==> config.mk <==
export PLATFORM = sky130hd
export DESIGN_NAME = module_keypad_scanner
export DESIGN_NICKNAME = d
export VERILOG_FILES = /design/src/rtl/keypad_pkg.sv /design/src/rtl/module_sync2.sv /design/src/rtl/module_keypad_scanner.sv
export SDC_FILE = /design/constraint.sdc
export NUM_CORES = 1
export LEC_CHECK = 0
export BUFFER_PORTS_ARGS = -buffer_cell sky130_fd_sc_hd__buf_2
export CAP_MARGIN = 20
export CORE_MARGIN = 5
export CORE_UTILIZATION = 50
export CTS_CLUSTER_DIAMETER = 50
export CTS_CLUSTER_SIZE = 14
export DETAILED_ROUTE_END_ITERATION = 10
export GPL_TIMING_DRIVEN = 0
export PLACE_DENSITY = 0.68
export SETUP_SLACK_MARGIN = 0.4
export SLEW_MARGIN = 10
export SYNTH_ARGS = -nofsm -noshare
export SYNTH_HDL_FRONTEND = slang
export SYNTH_SLANG_ARGS = --single-unit
==> constraint.sdc <==
create_clock -name clk -period 4.9 [get_ports clk]
set_input_delay 0.735 -clock clk [delete_from_list [all_inputs] [get_ports clk]]
set_output_delay 0.735 -clock clk [all_outputs]
set_load 0.02 [all_outputs]
==> src/rtl/keypad_pkg.sv <==
// rtl/keypad_pkg.sv - shared types, key map and decode helpers for the keypad scanner
package keypad_pkg;

    typedef enum logic [1:0] {
        SCAN        = 2'd0,
        DEB_PRESS   = 2'd1,
        PRESSED     = 2'd2,
        DEB_RELEASE = 2'd3
    } state_t;

    // Nibble i holds the code for row = i/4, col = i%4.
    // Rows from r3 (top nibbles) down to r0 (low nibbles): "* 0 # D", "7 8 9 C", "4 5 6 B", "1 2 3 A".
    localparam logic [63:0] KEY_MAP = 64'hDF0E_C987_B654_A321;

    function automatic logic [3:0] decode_key(input logic [1:0] row, input logic [1:0] col);
        logic [5:0] base;
        base = {row, col, 2'b00};
        return KEY_MAP[base +: 4];
    endfunction

    // Rows are active low; the lowest-index low row wins when several are pulled.
    function automatic logic [1:0] lowest_low_row(input logic [3:0] rows);
        logic [1:0] idx;
        idx = 2'd0;
        if (!rows[0]) begin
            idx = 2'd0;
        end else if (!rows[1]) begin
            idx = 2'd1;
        end else if (!rows[2]) begin
            idx = 2'd2;
        end else if (!rows[3]) begin
            idx = 2'd3;
        end
        return idx;
    endfunction

endpackage

==> src/rtl/module_sync2.sv <==
// rtl/module_sync2.sv - two-flop synchronizer resetting to all ones
module module_sync2 #(
    parameter int WIDTH = 4
) (
    input  logic             clk,
    input  logic             rst_n,
    input  logic [WIDTH-1:0] d,
    output logic [WIDTH-1:0] q
);

    logic [WIDTH-1:0] meta;

    // Two-stage capture of an asynchronous bus; idle value is all ones (pulled-up rows).
    always_ff @(posedge clk or negedge rst_n) begin
        if (!rst_n) begin
            meta <= '1;
            q    <= '1;
        end else begin
            meta <= d;
            q    <= meta;
        end
    end

endmodule

==> src/rtl/module_keypad_scanner.sv <==
// rtl/module_keypad_scanner.sv - 4x4 matrix keypad scanner with press/release debounce
module module_keypad_scanner
    import keypad_pkg::*;
#(
    parameter int SCAN_DIV     = 1000,
    parameter int DEBOUNCE_CNT = 50000
) (
    input  logic       clk,
    input  logic       rst_n,
    input  logic [3:0] row_i,
    output logic [3:0] col_o,
    output logic [3:0] key_code_o,
    output logic       key_valid_o,
    output logic       key_held_o
);

    localparam int SCAN_W = $clog2(SCAN_DIV);
    localparam int DEB_W  = $clog2(DEBOUNCE_CNT + 1);
    localparam logic [SCAN_W-1:0] SCAN_LAST = SCAN_W'(SCAN_DIV - 1);
    localparam logic [DEB_W-1:0]  DEB_LAST  = DEB_W'(DEBOUNCE_CNT - 1);

    state_t            state, state_n;
    logic [1:0]        col, col_n;
    logic [1:0]        lat_row, lat_row_n;
    logic [SCAN_W-1:0] scan_cnt, scan_cnt_n;
    logic [DEB_W-1:0]  deb_cnt, deb_cnt_n;
    logic [3:0]        row_s;
    logic              lat_bit;
    logic              accept;
    logic              release_done;

    module_sync2 #(
        .WIDTH (4)
    ) u_row_sync (
        .clk   (clk),
        .rst_n (rst_n),
        .d     (row_i),
        .q     (row_s)
    );

    assign lat_bit = row_s[lat_row];
    assign col_o   = ~(4'b0001 << col);

    // State, column, latched row and counters.
    always_ff @(posedge clk or negedge rst_n) begin
        if (!rst_n) begin
            state    <= SCAN;
            col      <= 2'd0;
            lat_row  <= 2'd0;
            scan_cnt <= '0;
            deb_cnt  <= '0;
        end else begin
            state    <= state_n;
            col      <= col_n;
            lat_row  <= lat_row_n;
            scan_cnt <= scan_cnt_n;
            deb_cnt  <= deb_cnt_n;
        end
    end

    // Next state; counters default to zero so any state change clears them.
    always_comb begin
        state_n      = state;
        col_n        = col;
        lat_row_n    = lat_row;
        scan_cnt_n   = '0;
        deb_cnt_n    = '0;
        accept       = 1'b0;
        release_done = 1'b0;
        case (state)
            SCAN: begin
                if (scan_cnt == SCAN_LAST) begin
                    if (row_s != 4'hF) begin
                        state_n   = DEB_PRESS;
                        lat_row_n = lowest_low_row(row_s);
                    end else begin
                        col_n = col + 2'd1;
                    end
                end else begin
                    scan_cnt_n = scan_cnt + 1'b1;
                end
            end
            DEB_PRESS: begin
                if (lat_bit) begin
                    state_n = SCAN;
                    col_n   = col + 2'd1;
                end else if (deb_cnt == DEB_LAST) begin
                    state_n = PRESSED;
                    accept  = 1'b1;
                end else begin
                    deb_cnt_n = deb_cnt + 1'b1;
                end
            end
            PRESSED: begin
                if (lat_bit) begin
                    state_n = DEB_RELEASE;
                end
            end
            DEB_RELEASE: begin
                if (!lat_bit) begin
                    state_n = PRESSED;
                end else if (deb_cnt == DEB_LAST) begin
                    state_n      = SCAN;
                    col_n        = col + 2'd1;
                    release_done = 1'b1;
                end else begin
                    deb_cnt_n = deb_cnt + 1'b1;
                end
            end
            default: begin
                state_n = SCAN;
            end
        endcase
    end

    // Output registers: pulse and code update only on the DEB_PRESS -> PRESSED transition.
    always_ff @(posedge clk or negedge rst_n) begin
        if (!rst_n) begin
            key_code_o  <= 4'h0;
            key_valid_o <= 1'b0;
            key_held_o  <= 1'b0;
        end else begin
            key_valid_o <= accept;
            if (accept) begin
                key_code_o <= decode_key(lat_row, col);
                key_held_o <= 1'b1;
            end else if (release_done) begin
                key_held_o <= 1'b0;
            end
        end
    end

endmodule

==> run_results.csv <==
group,metric,value,unit
grt,grt_max_degree,47,
clock_tree,cts_made_buffers,5,
critical_path,cp.arrival,2.29,ns
synthesis,yosysSeqAreaShare,51.05,%
synthesis,synth_edf_count,0,
clock_tree,tritoncts,"built",
detailed_routing,viasPerCell,5.419,
timing,hold_viol,0,
synthesis,synth_compound_area_share,7.426,%
synthesis,synth_top_area_share,41.80,%
timing,drv_slew,0,
timing,period_needed,2.089,ns
grt,grt_pass1_vias,1608,
place,dp.cells,280,
timing,slew_headroom,52.10,%
layout,nNetsFinal,250,
place,io_buffer_count,15,
power_and_ir_drop,peakVddDrop,0.0002190,V
power_and_ir_drop,p_per_area,286.9,nW/um^2
clock_tree,cts_sinks,46,
timing,setup_viol,0,
floorplanning,die_h,77.45,um
critical_path,crit_type,"register to register",
synthesis,synth.most_common_cell,"dfrtp_1",
timing,fin_tns_setup,0,ns
critical_path,start_kind,"register",
floorplanning,start_util,51.88,%
detailed_routing,totalWireLength,3939,um
timing,fmax,0.4788,GHz
synthesis,syn-cell-area,2275,um^2
clock_tree,cts_hold_buf,0,
critical_path,cpPeakStageDelay,0.44,ns
synthesis,yosys_warnings,0,
critical_path,crit-reg2reg-capture,"key_code_o[3]",
critical_path,crit_slowest_cell,"dfrtp_1",
synthesis,netlist.top_cell.by_area,"dfrtp_1",
synthesis,muxShareOfSynthArea,5.941,%
critical_path,setup.worst_path.end,"key_code_o[3]",
timing,grt_setup_unrepaired,"no",
synthesis,syn_inst,213,
critical_path,critPathLaunch,"deb_cnt[4]",
clock_tree,clk_pin_slew,0.09,ns
grt,grt.total_usage,14.54,%
grt,globalRouteOverflowTotal,0,
critical_path,critPathMaxFanout,5,
clock_tree,clockBufferDepth,2,
detailed_routing,num_vias,1566,
synthesis,synth_top_family_by_area,"simple AND/OR/NAND/NOR gates",
layout,syn2layout_area_growth,13.09,%
timing,clock_skew,0.01042,ns
clock_tree,clk_latency,0.30,ns
floorplanning,pin_count,16,
critical_path,cp.required,5.10,ns
synthesis,synth_fa_ha_area_share,4.400,%
timing,fin_crit_sh,42.62,%
place,hpwl,2776,um
clock_tree,postCtsSetupBuffers,0,
timing,tightest_slew,0.7143,ns
detailed_routing,first_iter_violations,62,
clock_tree,clock-root-buffer,"clkbuf_8",
place,place_ws,2.804,ns
floorplanning,dieArea,5999,um^2
floorplanning,die_w,77.45,um
power_and_ir_drop,p_leak,1.093,nW
critical_path,rrSetupSlack,2.81,ns
layout,num-fill-cells,376,
synthesis,synth_ff_type,"dfrtp_1",
synthesis,yosys.area_share.simple,19.91,%
clock_tree,h-tree-depth,2,
critical_path,r2r-start,"deb_cnt[4]",
detailed_routing,dr_wl_met2,1948,um
critical_path,cp_cell_sequence,"nor4bb_1 -> nand4_1 -> or3_1 -> buf_6 -> mux2_4",
run_status,status,"finished, final reports clean",
detailed_routing,dr.pass1.iters,4,
floorplanning,core_area,4384,um^2
critical_path,r2r_cells,5,
synthesis,ys_ff_latch,46,
timing,whs,0.3599,ns
place,place_congestion,0.8048,
job,cap_violations,0,
layout,layout-drive-gt1-share,19.41,%
worst_hold_path,holdCritPathClass,"register to register",
synthesis,synth_cell_type_count,43,
synthesis,syn_avg_cell_area,10.68,um^2
grt,grt_pass1_wl,7203,um
critical_path,critPathCaptureType,"register",
synthesis,synthXorXnorAreaFrac,7.316,%
synthesis,ys_top_cells_by_area,"dfrtp_1, dfstp_2, xnor2_1",
synthesis,syn_nets,227,
synthesis,synth_async_sr_flop_share,100.0,%
detailed_routing,dr_wl_met3,156,um
timing,fin_ws,2.811,ns
floorplanning,rows,24,
synthesis,yosys-top-cells-count,"dfrtp_1, nor2_1, inv_1, nand2_1, xnor2_1",
detailed_routing,wl_per_cell,13.63,um
detailed_routing,drtAntennaViolNets,0,
detailed_routing,drc,0,
detailed_routing,top_layer,"met4",
grt,antenna_found_initial,0,
layout,fin_cells,289,
detailed_routing,wl_met1,1786,um
layout,insertedDiodeCount,0,
clock_tree,post_cts_resize_count,0,
==> state kept, by name, summed over array words and instances, names as in the netlist, named ones only <==
register,flops
state,1
key_valid_o,1
scan_cnt,10
u_row_sync.meta,4
deb_cnt,16
key_held_o,1
u_row_sync.q,4
lat_row,2
key_code_o,4
col,2
==> kinds of logic after synthesis <==
family          Yosys count
simple gates             84
fa+ha+maj                 8
xor+xnor                 19
flops                    46
buf+inv                  20
compound gates           26
mux                      10
==> cell usage in the layout, fill, tap and decap left out, drive strengths merged, types with 6 or more instances in the layout <==
cell    instances
inv            14
ha              8
nor2           22
xnor2          14
clkbuf          9
dfstp           8
nand2          14
buf            18
nor3            7
mux2            6
o21ai           6
nand4           7
dfrtp          38
a21oi           9
nand3           9
==> layout make-up <==
type / count / area [um^2] / area share, %
Clock inverter: 3 / 68.82 / 2.675
Tap cell: 52 / 65.06 / 2.529
Timing Repair Buffer: 16 / 95.09 / 3.696
Buffer: 6 / 37.54 / 1.459
Inverter: 14 / 52.55 / 2.043
Multi-Input combinational cell: 147 / 1023 / 39.79
Sequential cell: 46 / 1161 / 45.14
Clock buffer: 5 / 68.82 / 2.675
==> report_power, final <==
| part | switching [W] | internal [W] | total (W) | leakage, nW |
|---|---|---|---|---|
| Clock | 0.000132 | 0.000204 | 0.000337 | 0.0683 |
| Combinational | 0.00000922 | 0.00000466 | 0.0000139 | 0.423 |
| Sequential | 0.00000227 | 0.000385 | 0.000388 | 0.601 |
==> how the worst min path moves through the flow <==
stage                        from              end  slack, ns  cells after the start
3_3_place_gp   u_row_sync.meta[0]  u_row_sync.q[0]       0.35                      0
3_5_place_dp   u_row_sync.meta[2]  u_row_sync.q[2]       0.35                      0
6_report       u_row_sync.meta[2]  u_row_sync.q[2]       0.36                      0
4_1_cts        u_row_sync.meta[2]  u_row_sync.q[2]       0.36                      0
2_1_floorplan  u_row_sync.meta[0]  u_row_sync.q[0]       0.35                      0
5_1_grt        u_row_sync.meta[0]  u_row_sync.q[0]       0.36                      0
==> layer usage <==
metal / vias to the layer above / global-route usage [%]
li1: 792 / -
met1: 748 / 17.77
met2: 19 / 25.00
met3: 7 / 3.819
met4: 0 / 4.639
met5: - / 0
==> per-stage QoR <==
step	area (um^2)	utilization (%)	total power (W)
final	2572	58.68	0.0007380
after global routing	2572	58.68	0.0007673
after CTS	2552	58.22	0.0007460
after detailed placement	2415	55.08	0.0004079
after global placement	2415	55.08	0.0004077
after floorplan	2275	-	0.0003970
==> worst max-delay path: cells and delay by family, from the launching register on <==
family | cells | cell delay (ns)
simple gates | 3 | 1.11
buf+inv | 1 | 0.15
flops | 1 | 0.44
mux | 1 | 0.29
(Power assumes the default switching activity.)
